--- src/rtl/traffic_pkg.sv ---
// Shared lamp, fault-code and monitor-state types plus the {r,o,g} lamp decoder.
package traffic_pkg;

  typedef enum logic [1:0] {
    RED     = 2'd0,
    ORANGE  = 2'd1,
    GREEN   = 2'd2,
    ILLEGAL = 2'd3
  } lamp_state_t;

  typedef enum logic [2:0] {
    FC_NONE         = 3'd0,
    FC_ILLEGAL      = 3'd1,
    FC_CONFLICT     = 3'd2,
    FC_SKIP_ORANGE  = 3'd3,
    FC_SHORT_GREEN  = 3'd4,
    FC_SHORT_ORANGE = 3'd5,
    FC_STALL        = 3'd6
  } fault_code_t;

  typedef enum logic [1:0] {
    STARTUP = 2'd0,
    MONITOR = 2'd1,
    FAULT   = 2'd2
  } mon_state_t;

  function automatic lamp_state_t lamp_decode(input logic r, input logic o, input logic g);
    lamp_state_t s;
    case ({r, o, g})
      3'b100:  s = RED;
      3'b010:  s = ORANGE;
      3'b001:  s = GREEN;
      default: s = ILLEGAL;
    endcase
    return s;
  endfunction

endpackage

--- src/rtl/tlm_dir_checker.sv ---
// One direction's lamp tracker: previous state, saturating duration counter and per-edge rule flags.
// Flags are combinational on the current inputs; tracker state updates every cycle, no backpressure.
module tlm_dir_checker
  import traffic_pkg::*;
#(
  parameter int MIN_GREEN  = 4,
  parameter int MIN_ORANGE = 2,
  parameter int CNT_W      = 8
) (
  input  logic       clk,
  input  logic       rst,
  input  logic       clr_i,
  input  logic       r_i,
  input  logic       o_i,
  input  logic       g_i,
  output logic [1:0] state_o,
  output logic       changed_o,
  output logic       illegal_o,
  output logic       seq_err_o,
  output logic       short_green_o,
  output logic       short_orange_o
);

  localparam logic [CNT_W-1:0] CNT_MAX   = '1;
  localparam logic [CNT_W-1:0] CNT_ONE   = CNT_W'(1);
  localparam logic [CNT_W-1:0] MIN_G_CNT = CNT_W'(MIN_GREEN);
  localparam logic [CNT_W-1:0] MIN_O_CNT = CNT_W'(MIN_ORANGE);

  lamp_state_t      cur_w;
  lamp_state_t      prev_q, prev_d;
  logic [CNT_W-1:0] cnt_q, cnt_d;

  assign cur_w = lamp_decode(r_i, o_i, g_i);

  always_comb begin
    prev_d = cur_w;
    cnt_d  = cnt_q;
    if (cur_w != prev_q) begin
      cnt_d = CNT_ONE;
    end else if (cnt_q != CNT_MAX) begin
      cnt_d = cnt_q + 1'b1;
    end
  end

  always_ff @(posedge clk) begin
    if (!rst || clr_i) begin
      prev_q <= RED;
      cnt_q  <= '0;
    end else begin
      prev_q <= prev_d;
      cnt_q  <= cnt_d;
    end
  end

  // cnt_q is the number of cycles the previous state was held when a transition is seen.
  assign state_o        = cur_w;
  assign changed_o      = (cur_w != prev_q);
  assign illegal_o      = (cur_w == ILLEGAL);
  assign seq_err_o      = ((prev_q == GREEN)  && (cur_w == RED))    ||
                          ((prev_q == ORANGE) && (cur_w == GREEN))  ||
                          ((prev_q == RED)    && (cur_w == ORANGE));
  assign short_green_o  = (prev_q == GREEN)  && (cur_w == ORANGE) && (cnt_q < MIN_G_CNT);
  assign short_orange_o = (prev_q == ORANGE) && (cur_w == RED)    && (cnt_q < MIN_O_CNT);

endmodule

--- src/rtl/traffic_conflict_monitor.sv ---
// Lamp safety stage: re-registers the 12 lamps, latches the first rule violation and flashes red until cleared.
// 1-cycle lamp latency, no backpressure; define TLM_WATCHDOG_EN to add the stall watchdog (code 6).
module traffic_conflict_monitor
  import traffic_pkg::*;
#(
  parameter int MIN_GREEN      = 4,
  parameter int MIN_ORANGE     = 2,
  parameter int STARTUP_CYCLES = 8,
  parameter int FLASH_HALF     = 4,
  parameter int CNT_W          = 8,
  parameter int WDOG_CYCLES    = 200
) (
  input  logic       clk,
  input  logic       rst,
  input  logic       fault_clr,
  input  logic [3:0] red_in,
  input  logic [3:0] orange_in,
  input  logic [3:0] green_in,
  output logic [3:0] red_out,
  output logic [3:0] orange_out,
  output logic [3:0] green_out,
  output logic       fault,
  output logic [2:0] fault_code
);

  localparam int SU_W = (STARTUP_CYCLES > 1) ? $clog2(STARTUP_CYCLES) : 1;
  localparam int FL_W = (FLASH_HALF > 1) ? $clog2(FLASH_HALF) : 1;
  localparam logic [SU_W-1:0] SU_LAST = SU_W'(STARTUP_CYCLES - 1);
  localparam logic [FL_W-1:0] FL_LAST = FL_W'(FLASH_HALF - 1);

  logic [3:0][1:0] st_w;
  logic [3:0]      chg_w, ill_w, seq_w, sg_w, so_w, nonred_w;
  logic            all_red_in, clr_fault, conflict, stall_hit;
  fault_code_t     fc_w;

  mon_state_t      state_q;
  logic [SU_W-1:0] su_cnt_q;
  logic [FL_W-1:0] fl_cnt_q;
  logic            flash_on_q;
  logic [3:0]      red_q, orange_q, green_q;
  logic            fault_q;
  fault_code_t     code_q;

  assign all_red_in = (red_in == 4'hF) && (orange_in == 4'h0) && (green_in == 4'h0);
  assign clr_fault  = (state_q == FAULT) && fault_clr && all_red_in;

  for (genvar i = 0; i < 4; i++) begin : g_dir
    tlm_dir_checker #(
      .MIN_GREEN  (MIN_GREEN),
      .MIN_ORANGE (MIN_ORANGE),
      .CNT_W      (CNT_W)
    ) u_chk (
      .clk            (clk),
      .rst            (rst),
      .clr_i          (clr_fault),
      .r_i            (red_in[i]),
      .o_i            (orange_in[i]),
      .g_i            (green_in[i]),
      .state_o        (st_w[i]),
      .changed_o      (chg_w[i]),
      .illegal_o      (ill_w[i]),
      .seq_err_o      (seq_w[i]),
      .short_green_o  (sg_w[i]),
      .short_orange_o (so_w[i])
    );
    assign nonred_w[i] = (lamp_state_t'(st_w[i]) == ORANGE) || (lamp_state_t'(st_w[i]) == GREEN);
  end

  // More than one bit set in nonred_w.
  assign conflict = (nonred_w & (nonred_w - 4'd1)) != 4'd0;

`ifdef TLM_WATCHDOG_EN
  localparam int WD_W = $clog2(WDOG_CYCLES + 1);
  logic [WD_W-1:0] stall_q, stall_d;

  assign stall_d   = (|chg_w) ? '0 : stall_q + 1'b1;
  assign stall_hit = (state_q == MONITOR) && (stall_d >= WD_W'(WDOG_CYCLES));

  always_ff @(posedge clk) begin
    if (!rst || (state_q != MONITOR)) begin
      stall_q <= '0;
    end else begin
      stall_q <= stall_d;
    end
  end
`else
  logic unused_wdog;
  assign unused_wdog = ^{WDOG_CYCLES, chg_w};
  assign stall_hit   = 1'b0;
`endif

  always_comb begin
    fc_w = FC_NONE;
    if (|ill_w)          fc_w = FC_ILLEGAL;
    else if (conflict)   fc_w = FC_CONFLICT;
    else if (|seq_w)     fc_w = FC_SKIP_ORANGE;
    else if (|sg_w)      fc_w = FC_SHORT_GREEN;
    else if (|so_w)      fc_w = FC_SHORT_ORANGE;
    else if (stall_hit)  fc_w = FC_STALL;
  end

  always_ff @(posedge clk) begin
    if (!rst) begin
      state_q    <= STARTUP;
      su_cnt_q   <= '0;
      fl_cnt_q   <= '0;
      flash_on_q <= 1'b1;
      red_q      <= 4'hF;
      orange_q   <= 4'h0;
      green_q    <= 4'h0;
      fault_q    <= 1'b0;
      code_q     <= FC_NONE;
    end else begin
      case (state_q)
        STARTUP: begin
          red_q    <= 4'hF;
          orange_q <= 4'h0;
          green_q  <= 4'h0;
          if (su_cnt_q == SU_LAST) begin
            state_q  <= MONITOR;
            su_cnt_q <= '0;
          end else begin
            su_cnt_q <= su_cnt_q + 1'b1;
          end
        end
        MONITOR: begin
          if (fc_w != FC_NONE) begin
            // The offending pattern is replaced by all-red on the detection edge.
            state_q    <= FAULT;
            fault_q    <= 1'b1;
            code_q     <= fc_w;
            red_q      <= 4'hF;
            orange_q   <= 4'h0;
            green_q    <= 4'h0;
            fl_cnt_q   <= '0;
            flash_on_q <= 1'b1;
          end else begin
            red_q    <= red_in;
            orange_q <= orange_in;
            green_q  <= green_in;
          end
        end
        FAULT: begin
          orange_q <= 4'h0;
          green_q  <= 4'h0;
          if (clr_fault) begin
            state_q  <= STARTUP;
            fault_q  <= 1'b0;
            code_q   <= FC_NONE;
            su_cnt_q <= '0;
            red_q    <= 4'hF;
          end else if (fl_cnt_q == FL_LAST) begin
            fl_cnt_q   <= '0;
            flash_on_q <= ~flash_on_q;
            red_q      <= {4{~flash_on_q}};
          end else begin
            fl_cnt_q <= fl_cnt_q + 1'b1;
            red_q    <= {4{flash_on_q}};
          end
        end
        default: begin
          state_q <= STARTUP;
          red_q   <= 4'hF;
        end
      endcase
    end
  end

  assign red_out    = red_q;
  assign orange_out = orange_q;
  assign green_out  = green_q;
  assign fault      = fault_q;
  assign fault_code = code_q;

endmodule

--- config.mk ---
export PLATFORM = sky130hd
export DESIGN_NAME = traffic_conflict_monitor
export DESIGN_NICKNAME = d
export VERILOG_FILES = /design/src/rtl/traffic_pkg.sv /design/src/rtl/tlm_dir_checker.sv /design/src/rtl/traffic_conflict_monitor.sv
export SDC_FILE = /design/constraint.sdc
export NUM_CORES = 1
export LEC_CHECK = 0
export CORE_ASPECT_RATIO = 2
export CORE_MARGIN = 2
export CORE_UTILIZATION = 30
export DETAILED_ROUTE_END_ITERATION = 8
export GPL_TIMING_DRIVEN = 1
export PLACE_DENSITY = 0.56
export SETUP_SLACK_MARGIN = 0.2
export SLEW_MARGIN = 30
export SYNTH_ARGS = -nofsm -noshare
export SYNTH_HDL_FRONTEND = slang
export SYNTH_SLANG_ARGS = --single-unit
--- constraint.sdc ---
create_clock -name clk -period 3 [get_ports clk]
set_input_delay 0.3 -clock clk [delete_from_list [all_inputs] [get_ports clk]]
set_output_delay 0.3 -clock clk [all_outputs]
set_load 0.01 [all_outputs]
==> results.yml <==
floorplan:
  fp.dieH_microns: 163
  core_area_sq_um: 12500
  initial_core_util: 0.304
  boundaryPins: 31
  rows: 58
  dieArea_sq_um: 13600
  die_w_microns: 83.5
setup_path:
  critical-path-max-stage-delay_ns: 0.52
  critPathMaxFanout: 6
  path_delay_family: "simple AND/OR/NAND/NOR gates"
  crit_path_end_kind: "flip-flop"
  worstPathArrival_ns: 2.95
  worst_ep_required_time_ns: 3.22
  critical_path_class: "in2reg"
  start_kind: "primary input"
  worstPathCellList: "clkdlybuf4s50_1 > or3b_4 > buf_4 > ha_4 > nor2b_1 > o21ai_0 > o2bb2ai_1 > and2_1 > nand4_4 > o211a_1 > o31a_1"
  cp_num_buf_inv: 2
  worst_path_max_delay_cell: "clkdlybuf4s50_1"
pwr:
  ir_worst_vdd_mv: 0.584
  total_leakage_power_nw: 1.96
  power_density_nw_per_um2: 587
layout:
  fin_nets: 553
  n_antenna_cell: 0
  final_layout_size_suffix_gt1_frac: 0.189
  area_delta_synth_final_pct: 31.1
synth:
  ys_top_cells_by_count: "64 x dfxtp_1, 49 x nor2_1, 28 x nand3_1"
  yosys_warnings: 0
  synthArstFlopShare: 0
  avgSynthCellArea_sq_um: 8.59
  ys_seq_elements: 64
  yosysTopAreaCell: "dfxtp_1"
  synth.net_count: 479
  synth.top_cell.area_share: 0.338
  synth.most_common_cell: "dfxtp_1"
  synth_edf_count: 0
  synthFlopType: "dfxtp_1"
  synth.distinct_cells: 73
  ys_seq_area_frac: 0.338
  synthTopCellsByArea: "dfxtp_1 34%, ha_1 7.6%, nor2_1 4.9%"
  netlist_instances: 441
  netlist_area_sq_um: 3790
clock_network:
  cts.path.max_buffers: 2
  cts_root_buf: "clkbuf_16"
  cts_inserted_buffers: 9
  cts_hold_buf: 0
  htreeDepth: 3
  cts_tree: "yes"
  cts_sinks: 64
  clk_pin_slew_ns: 0.05
  clk_latency_ns: 0.33
worst_hold_path:
  hold_class: "in2reg"
drt:
  drt_pass1_iterations: 4
  drt-initial-drc-count: 114
  via_count: 3536
  drc: 0
  drt_wl_total_microns: 9670
  wl_per_cell_microns: 14.5
  antenna_left: 0
  via_per_inst: 5.29
placed_design:
  port_buffers: 30
  hpwl_microns: 7610
  gp_congestion: 0.871
  place_ws_ns: -0.240
timing:
  finalCriticalPeriod_ns: 2.74
  rsz0062_at_grt: "false"
  max_freq_mhz: 366
  skew_ns: 0.00473
  slew_headroom: 0.599
  whs_ns: 0.374
  finalCritPeriodShare: 0.912
  hold_viol: 0
  tightest_slew_ns: 0.602
  drv_slew: 0
  setup_viol_count_final: 0
  setup_ws_ns: 0.265
grt:
  grt_pass1_wl_microns: 15700
  grt-ovfl-total: 0
  grt_antenna_before_repair: 0
  first_global_vias: 3474
  grt_start_max_net_pins: 15
  grt_usage: 0.144
status:
  status: "finished, final reports clean"
run:
  maxCapViolations: 0
## metal layers
metal / track usage / part of all wire
met5: 0 / 0
met2: 0.279 / 0.54
met4: 0.0960 / 0.052
met1: 0.135 / 0.38
met3: 0.0233 / 0.025
## placed cells by master, fill, tap and decap left out, types with 3 or more instances in the layout
master,netlist,final
mux2i_1,11,11
nor3_1,11,11
and3_1,5,5
a21o_1,3,3
clkbuf_16,0,9
o21ai_0,23,23
nor4_1,7,7
nand3_1,28,27
buf_4,0,43
and2b_1,3,3
xnor2_1,8,8
nand4_1,9,9
inv_1,18,17
a211oi_1,4,3
buf_6,3,3
nor4b_1,3,3
dfxtp_1,64,64
nand2b_1,5,5
nand2_1,27,26
o2bb2ai_1,3,3
and2_1,4,4
nor2b_1,4,4
o21a_1,3,3
or3b_2,5,3
a21oi_1,25,25
a31oi_1,6,6
clkdlybuf4s50_1,0,28
xor2_1,11,11
nor3b_1,6,4
a22o_1,8,8
ha_1,23,21
o22ai_1,3,3
or2_2,3,3
nor2_1,49,49
## kinds of logic (layout without fill, tap and decap cells)
| kind of cell | after synthesis | count (layout) | synth area share |
|---|---|---|---|
| compound gates | 100 | 100 | 0.181 |
| xor+xnor | 19 | 19 | 0.0439 |
| fa+ha+maj | 23 | 23 | 0.0760 |
| buf+inv | 35 | 112 | 0.0476 |
| flops | 64 | 64 | 0.338 |
| mux | 11 | 11 | 0.0291 |
| simple gates | 189 | 190 | 0.284 |
## worst min-delay path, delay by kind of cell
kind | cells | cell delay [ns]
buffers and inverters | 2 | 0.27
AOI/OAI and AO/OA | 1 | 0.11
## registers in the layout, indices dropped and copies added (netlist names)
register / flops
state_q: 2
green_out: 4
su_cnt_q: 3
fl_cnt_q: 2
red_out: 4
orange_out: 4
fault_code: 3
fault: 1
g_dir.u_chk.cnt_q: 32
g_dir.u_chk.prev_q: 8
flash_on_q: 1
## worst paths after layout
check             slack (ns)             to               startpoint  cells after the start
setup / recovery        0.26     flash_on_q              green_in[3]                     11
hold / removal          0.37  orange_out[2]             orange_in[2]                      3
setup reg to reg        0.75          fault  g_dir[0].u_chk.cnt_q[7]                      7
hold reg to reg         0.47    fl_cnt_q[1]              fl_cnt_q[1]                      2
## final cells by class
class                   instances  area, sq um
well taps                     150          188
clock buffers                  12          256
inverters                      19         71.3
repair buffers                 78          702
fillers                      1266         7520
clock inverters                 3         65.1
multi-input cells             343         2400
flip-flops and latches         64         1280
## per-stage QoR
step / utilization / setup TNS [ns] / area (sq um) / cells / total power [mW]
after CTS: 0.392 / 0 / 4890 / 667 / 2.92
after global placement: 0.364 / -3.29 / 4540 / 651 / 1.76
final: 0.398 / 0 / 4970 / 669 / 2.91
after global routing: 0.398 / 0 / 4970 / 669 / 3.07
after floorplan: - / 0 / 3790 / 441 / 1.50
after detailed placement: 0.364 / -3.93 / 4540 / 651 / 1.78
## power breakdown
part	switching (mW)	total, mW	internal, mW
combinational	0.422	0.808	0.385
clock	0.352	1.12	0.766
sequential	0.0593	0.988	0.929
total	0.834	2.91	2.08
## what timing repair did
action | in CTS | in global routing
pin swaps | 1 | 8
setup buffers | 1 | 1
gates resized for setup | 5 | 14
cloned | 0 | 1
endpoints found under the setup margin | 18 | 22
Power figures use the tool's default switching activity.
